## src/rtl/fp_exc_pkg.sv

```systemverilog
// Shared status encoding and default widths for the FP exception checker.
package fp_exc_pkg;

  localparam int unsigned EW_DEF = 5;
  localparam int unsigned MW_DEF = 10;
  localparam int unsigned CW_DEF = 8;

  typedef enum logic [1:0] {
    ST_ZERO = 2'b00,
    ST_OVF  = 2'b01,
    ST_UNF  = 2'b10,
    ST_NORM = 2'b11
  } status_e;

endpackage

```

## src/rtl/fp_exc_classify.sv

```systemverilog
// Combinational classification of an unchecked FP result into zero/overflow/underflow/normal.
// Macro FP_EXC_INF_EN: overflow produces infinity instead of saturating to max finite.
module fp_exc_classify
  import fp_exc_pkg::*;
#(
  parameter int unsigned EW = EW_DEF,
  parameter int unsigned MW = MW_DEF
) (
  input  logic          sign_in,
  input  logic [EW-1:0] exp_in,
  input  logic [MW:0]   man_in,
  output logic          sign_out,
  output logic [EW-1:0] exp_out,
  output logic [MW-1:0] man_out,
  output status_e       status
);

  always_comb begin
    sign_out = sign_in;
    exp_out  = exp_in;
    man_out  = man_in[MW-1:0];
    status   = ST_NORM;
    // Priority: overflow beats zero beats underflow.
    if (&exp_in) begin
      status = ST_OVF;
`ifdef FP_EXC_INF_EN
      exp_out = '1;
      man_out = '0;
`else
      exp_out = {{(EW-1){1'b1}}, 1'b0};
      man_out = '1;
`endif
    end else if (exp_in == '0 && man_in == '0) begin
      status  = ST_ZERO;
      exp_out = '0;
      man_out = '0;
    end else if (exp_in <= EW'(1)) begin
      status = ST_UNF;
    end
  end

endmodule

```

## src/rtl/fp_exc_check_pipe.sv

```systemverilog
// One-stage registered FP exception checker with valid/ready handshake and sticky event counters.
// Macro FP_EXC_INF_EN selects infinity on overflow (passed through to fp_exc_classify).
module fp_exc_check_pipe
  import fp_exc_pkg::*;
#(
  parameter int unsigned EW = EW_DEF,
  parameter int unsigned MW = MW_DEF,
  parameter int unsigned CW = CW_DEF
) (
  input  logic          clk,
  input  logic          rst_n,
  input  logic          in_valid,
  output logic          in_ready,
  input  logic          sign_in,
  input  logic [EW-1:0] exp_in,
  input  logic [MW:0]   man_in,
  output logic          out_valid,
  input  logic          out_ready,
  output logic          sign_out,
  output logic [EW-1:0] exp_out,
  output logic [MW-1:0] man_out,
  output logic [1:0]    status,
  output logic          ovf_sticky,
  output logic          unf_sticky,
  output logic [CW-1:0] ovf_cnt,
  output logic [CW-1:0] unf_cnt,
  input  logic          clr_sticky
);

  logic          cls_sign;
  logic [EW-1:0] cls_exp;
  logic [MW-1:0] cls_man;
  status_e       cls_status;
  status_e       status_q;
  logic          accept;
  logic          ovf_evt;
  logic          unf_evt;

  fp_exc_classify #(
    .EW(EW),
    .MW(MW)
  ) u_classify (
    .sign_in (sign_in),
    .exp_in  (exp_in),
    .man_in  (man_in),
    .sign_out(cls_sign),
    .exp_out (cls_exp),
    .man_out (cls_man),
    .status  (cls_status)
  );

  assign in_ready = !out_valid || out_ready;
  assign accept   = in_valid && in_ready;
  assign ovf_evt  = accept && (cls_status == ST_OVF);
  assign unf_evt  = accept && (cls_status == ST_UNF);
  assign status   = status_q;

  always_ff @(posedge clk or negedge rst_n) begin
    if (!rst_n) begin
      out_valid <= 1'b0;
      sign_out  <= 1'b0;
      exp_out   <= '0;
      man_out   <= '0;
      status_q  <= ST_ZERO;
    end else if (accept) begin
      out_valid <= 1'b1;
      sign_out  <= cls_sign;
      exp_out   <= cls_exp;
      man_out   <= cls_man;
      status_q  <= cls_status;
    end else if (out_ready) begin
      out_valid <= 1'b0;
    end
  end

  // A clear in the same cycle as an event leaves that event as the first one counted.
  always_ff @(posedge clk or negedge rst_n) begin
    if (!rst_n) begin
      ovf_sticky <= 1'b0;
      ovf_cnt    <= '0;
    end else if (clr_sticky) begin
      ovf_sticky <= ovf_evt;
      ovf_cnt    <= ovf_evt ? CW'(1) : '0;
    end else if (ovf_evt) begin
      ovf_sticky <= 1'b1;
      if (ovf_cnt != '1) ovf_cnt <= ovf_cnt + 1'b1;
    end
  end

  always_ff @(posedge clk or negedge rst_n) begin
    if (!rst_n) begin
      unf_sticky <= 1'b0;
      unf_cnt    <= '0;
    end else if (clr_sticky) begin
      unf_sticky <= unf_evt;
      unf_cnt    <= unf_evt ? CW'(1) : '0;
    end else if (unf_evt) begin
      unf_sticky <= 1'b1;
      if (unf_cnt != '1) unf_cnt <= unf_cnt + 1'b1;
    end
  end

endmodule

```

## config.mk

```make
export PLATFORM = sky130hd
export DESIGN_NAME = fp_exc_check_pipe
export DESIGN_NICKNAME = d
export VERILOG_FILES = /design/src/rtl/fp_exc_pkg.sv /design/src/rtl/fp_exc_classify.sv /design/src/rtl/fp_exc_check_pipe.sv
export SDC_FILE = /design/constraint.sdc
export NUM_CORES = 1
export LEC_CHECK = 0
export ABC_CLOCK_PERIOD_IN_PS = 3300
export CAP_MARGIN = 20
export CORE_ASPECT_RATIO = 0.7
export CORE_MARGIN = 5
export CORE_UTILIZATION = 45
export DETAILED_ROUTE_END_ITERATION = 6
export PLACE_DENSITY = 0.77
export SYNTH_ARGS = -nofsm -noshare
export SYNTH_HDL_FRONTEND = slang
export SYNTH_HIERARCHICAL = 1
export SYNTH_SLANG_ARGS = --single-unit
```

## constraint.sdc

```tcl
create_clock -name clk -period 3.3 [get_ports clk]
set_input_delay 0.66 -clock clk [delete_from_list [all_inputs] [get_ports clk]]
set_output_delay 0.66 -clock clk [all_outputs]
set_load 0.02 [all_outputs]
```

==> results.txt <==
* Top_reg_cell synth: sky130_fd_sc_hd__dfrtp_1
- Static Leakage: 1.08 nW
- Via/cell ratio: 5.50
- Max Root-Sink Buffers: 2
* Count of filler cells inserted in the layout: 332
- Summing all multi-input logic gate instances after layout gives a little under 900 um^2.
- The number of global-route vias before repair is ~1,500.
* Hold-fix buffers, CTS: 0
- Post-synthesis instance area: approximately 1900 um^2
* Floorplan die height: 64.2 um
- Dividing the detail-routed wire length by the instance count gives 16.1 um.
- Share of the synthesized area in compound gates (AO/OA/AOI/OAI): about an eighth
- Synth cell count leaders: sky130_fd_sc_hd__dfrtp_1 (37), sky130_fd_sc_hd__mux2_2 (18), sky130_fd_sc_hd__nand2_1 (16), sky130_fd_sc_hd__nand2b_1 (10)
* Mux cell area share after synthesis: between 10% and 20%
- In the final timing run, aggregate negative setup slack is 0 ps.
- Part of the total power dissipated in combinational logic: a little under a fifth
- The path class of the tightest hold or removal check is in2async.
- The worst path uses 89.4% of the clock period.
- The die is between 80 and 90 um wide.
* Final GP Congestion: 0.769
- Number of buffers added by the clock tree synthesis step: 5
* Most frequent cell after synthesis: sky130_fd_sc_hd__dfrtp_1
* Antenna diodes: 0
* Count of TritonRoute iterations in the first routing pass: 4
- The final count of pins violating max slew came to 0.
- The worst path meets setup with 350 ps of slack.
* Count of boundary I/O pins: 60
* Footprint of the flip-flops and latches: 926 um^2
- Clock group share of total power: 39.2%
- Sw Pwr: 0.000279 W
- Clock Sinks: 37
- Starting DRC count in detailed routing: between 100 and 150
- Top cells by area, synth: sky130_fd_sc_hd__dfrtp_1 (49%), sky130_fd_sc_hd__mux2_2 (11%), sky130_fd_sc_hd__nand2b_1 (3.3%)
- Gates resized during post-CTS repair numbered 0.
* Post-route DRC: 0
* Main combinational cell family by area after synthesis: simple AND/OR/NAND/NOR gates
- Final hold analysis gives a worst-case slack of between 400 and 500 ps.
- Row generation in the floorplan step produced 19 rows.
* First-pass GRT wire length: 7670 um
* Count of maximum capacitance violations: 0
- Based on the critical path, the design can be clocked at up to 339 MHz.
- For the pin with the worst max-slew slack, the measured transition is 802 ps.
* CTS H-tree depth: 2
- Entering global routing, the biggest net connects 38 pins.
- At the later pin of the worst-skew pair, clock insertion delay measures 290 ps.
- The largest total area in the synthesized netlist belongs to sky130_fd_sc_hd__dfrtp_1.
- Once the floorplan was initialized, standard cells occupied between 40% and 50% of the core.
- Setup repair after global routing left no endpoint under its margin.
- In this run the worst path has a maximum fanout of 7.
- The count of buffers added on input and output ports is just under 60.
- Of all flip-flops after synthesis, the portion carrying an async set or reset was 100%.
- Clock-pin slew on the worst setup and hold paths: 80 ps
* Synthesized instance count: 171
- Once placement completed, the tool counted placed cells totaling 276.
- Count of state elements after synthesis: 37
- Fraction of synthesized cell area taken by the top area cell type: 49.0%
* Fraction of final layout cells sized beyond drive strength 1: 17.2%
- Data on the critical path arrives at its endpoint at about 3200 ps.
* Post-synth net total: 195
- Across the routed clock network, the largest skew measured is 4.67 ps.
- Number of antenna violations at the first check in global routing: 0
- The routed layout has 1,563 vias.
* Post-CTS setup buffer count: 0
- Post-synthesis to final-layout area growth: 40.1%
- Slew margin rel.: 46.5%
- The critical path is of the in2reg type.
- The flow ran to the end, and the final reports show no timing, DRC or antenna violations.
- Maximum vdd drop: 0.326 mV
- Number of nets still failing antenna checks after routing: 0
* Buffer type at the clock tree root: sky130_fd_sc_hd__clkbuf_8
* Number of enable flip-flop cells after synthesis: 0
- Post-layout minimum cycle time: 2950 ps
- Core region area: 3990 um^2
* Global routing usage summed across all routing layers: between 10% and 20%
- Dpl ws: ~78 ps
- Setup violations remaining at the end of the flow were counted as 0.
- For this run, the share of the core covered by cells in the final layout is about two thirds.
* Remaining Overflow, GRT: 0
- Data required time at the worst endpoint: 3520 ps
- Of the total synthesized cell area, the portion taken by XOR and XNOR cells is 0%.
* TritonCTS clock tree: done
- The worst setup path is captured at a flop.
- Cell internal power was estimated by the tool at between 0.0009 and 0.001 W.
- Fraction of power consumed by sequential logic: 42.5%
* Fraction of the mapped netlist area in adder cells: 1.32%
- After synthesis, the mean cell area works out to 11.1 um^2.
- The Yosys step of the flow raised 6 warnings.
* Post-DP HPWL: 3400 um
* Post-synth cell types: 52
- The final layout contains 255 nets.
- Kind of start point of the critical path: input port
* Switching portion of total power: between 20% and 30%
* Die Area: 5620 um^2
- Post-Synth Simple-Gate Area: 22.5%
- Sequential cells were found to cover 49.0% of the synthesized design area.
- For this run, the number of standard cells in the final layout without fillers is 284.
* Final Hold Viols: 0
* Pwr dens: around 450 nW/um^2
* Sum of routed wire length over all layers: 4560 um
==> layout by cell type, fill, tap and decap left out, types with 3 or more instances in the layout <==
cell	instances
sky130_fd_sc_hd__a21oi_1	6
sky130_fd_sc_hd__nand4b_1	3
sky130_fd_sc_hd__nor3_1	3
sky130_fd_sc_hd__buf_4	4
sky130_fd_sc_hd__nand3_1	6
sky130_fd_sc_hd__dfrtp_1	37
sky130_fd_sc_hd__nand2b_1	10
sky130_fd_sc_hd__clkbuf_8	5
sky130_fd_sc_hd__a311oi_1	4
sky130_fd_sc_hd__clkdlybuf4s50_1	58
sky130_fd_sc_hd__mux2_2	18
sky130_fd_sc_hd__nor4_1	3
sky130_fd_sc_hd__and2_1	3
sky130_fd_sc_hd__nor2_1	4
sky130_fd_sc_hd__nand2_1	16
==> flip-flops by register name, indices dropped and copies added, names as in the netlist <==
name        count
unf_sticky      1
unf_cnt         8
status          2
ovf_sticky      1
sign_out        1
out_valid       1
exp_out         5
ovf_cnt         8
man_out        10
==> kinds of logic after synthesis <==
kind of cell / after synthesis
multiplexers: 19
AO/OA/AOI/OAI: 31
AND/OR/NAND/NOR: 68
flip-flops: 37
adder cells (fa/ha/maj): 2
buffers and inverters: 14
==> critical path, stage by stage <==
cell and delay [ps]:
sky130_fd_sc_hd__clkdlybuf4s50_1 450, sky130_fd_sc_hd__or4_4 590, sky130_fd_sc_hd__o31a_1 370, sky130_fd_sc_hd__nand4b_1 220, sky130_fd_sc_hd__or3_4 370, sky130_fd_sc_hd__or3_1 350
sky130_fd_sc_hd__a21oi_1 150
==> final cells by class <==
type | instances | share of cell area, %
sequential | 37 | 35.0
timing repair buffer | 63 | 23.2
tap | 52 | 2.46
clock inverter | 3 | 2.46
inverter | 4 | 0.661
multi-input combinational | 120 | 33.6
clock buffer | 5 | 2.60
==> routing by layer <==
layer	global-route usage, %	wire length, um	vias up
met3	6.16	274	7
met1	25.0	2140	748
met5	0	0	-
li1	-	-	760
met2	24.6	2100	48
met4	4.60	53	0
==> path summary, 6_finish.rpt <==
kind	start	end	slack (ps)	cells past startpoint
hold / removal	rst_n	exp_out[1]	460	1
hold reg to reg	ovf_sticky	ovf_sticky	490	1
max in group asynchronous	rst_n	man_out[4]	2340	1
setup reg to reg	ovf_cnt[0]	ovf_cnt[6]	1650	5
min in group clk	ovf_sticky	ovf_sticky	490	1
setup / recovery	exp_in[2]	ovf_cnt[3]	350	7
==> per-stage QoR <==
step	area, um^2	power (W)
global route	2650	0.00125
CTS	2650	0.00120
finish	2650	0.00118
detailed placement	2510	0.000729
floorplan	1890	0.000613
global placement	2510	0.000728
==> power by group through the flow <==
stage,Combinational (W),Clock (W),Sequential [W]
finish,0.000217,0.000462,0.000501
global placement,0.000219,0,0.000510
global route,0.000232,0.000508,0.000506
CTS,0.000220,0.000476,0.000502
detailed placement,0.000219,0,0.000510
floorplan,0.0000620,0,0.000551
Note: power is estimated with default switching activity, not from simulation.
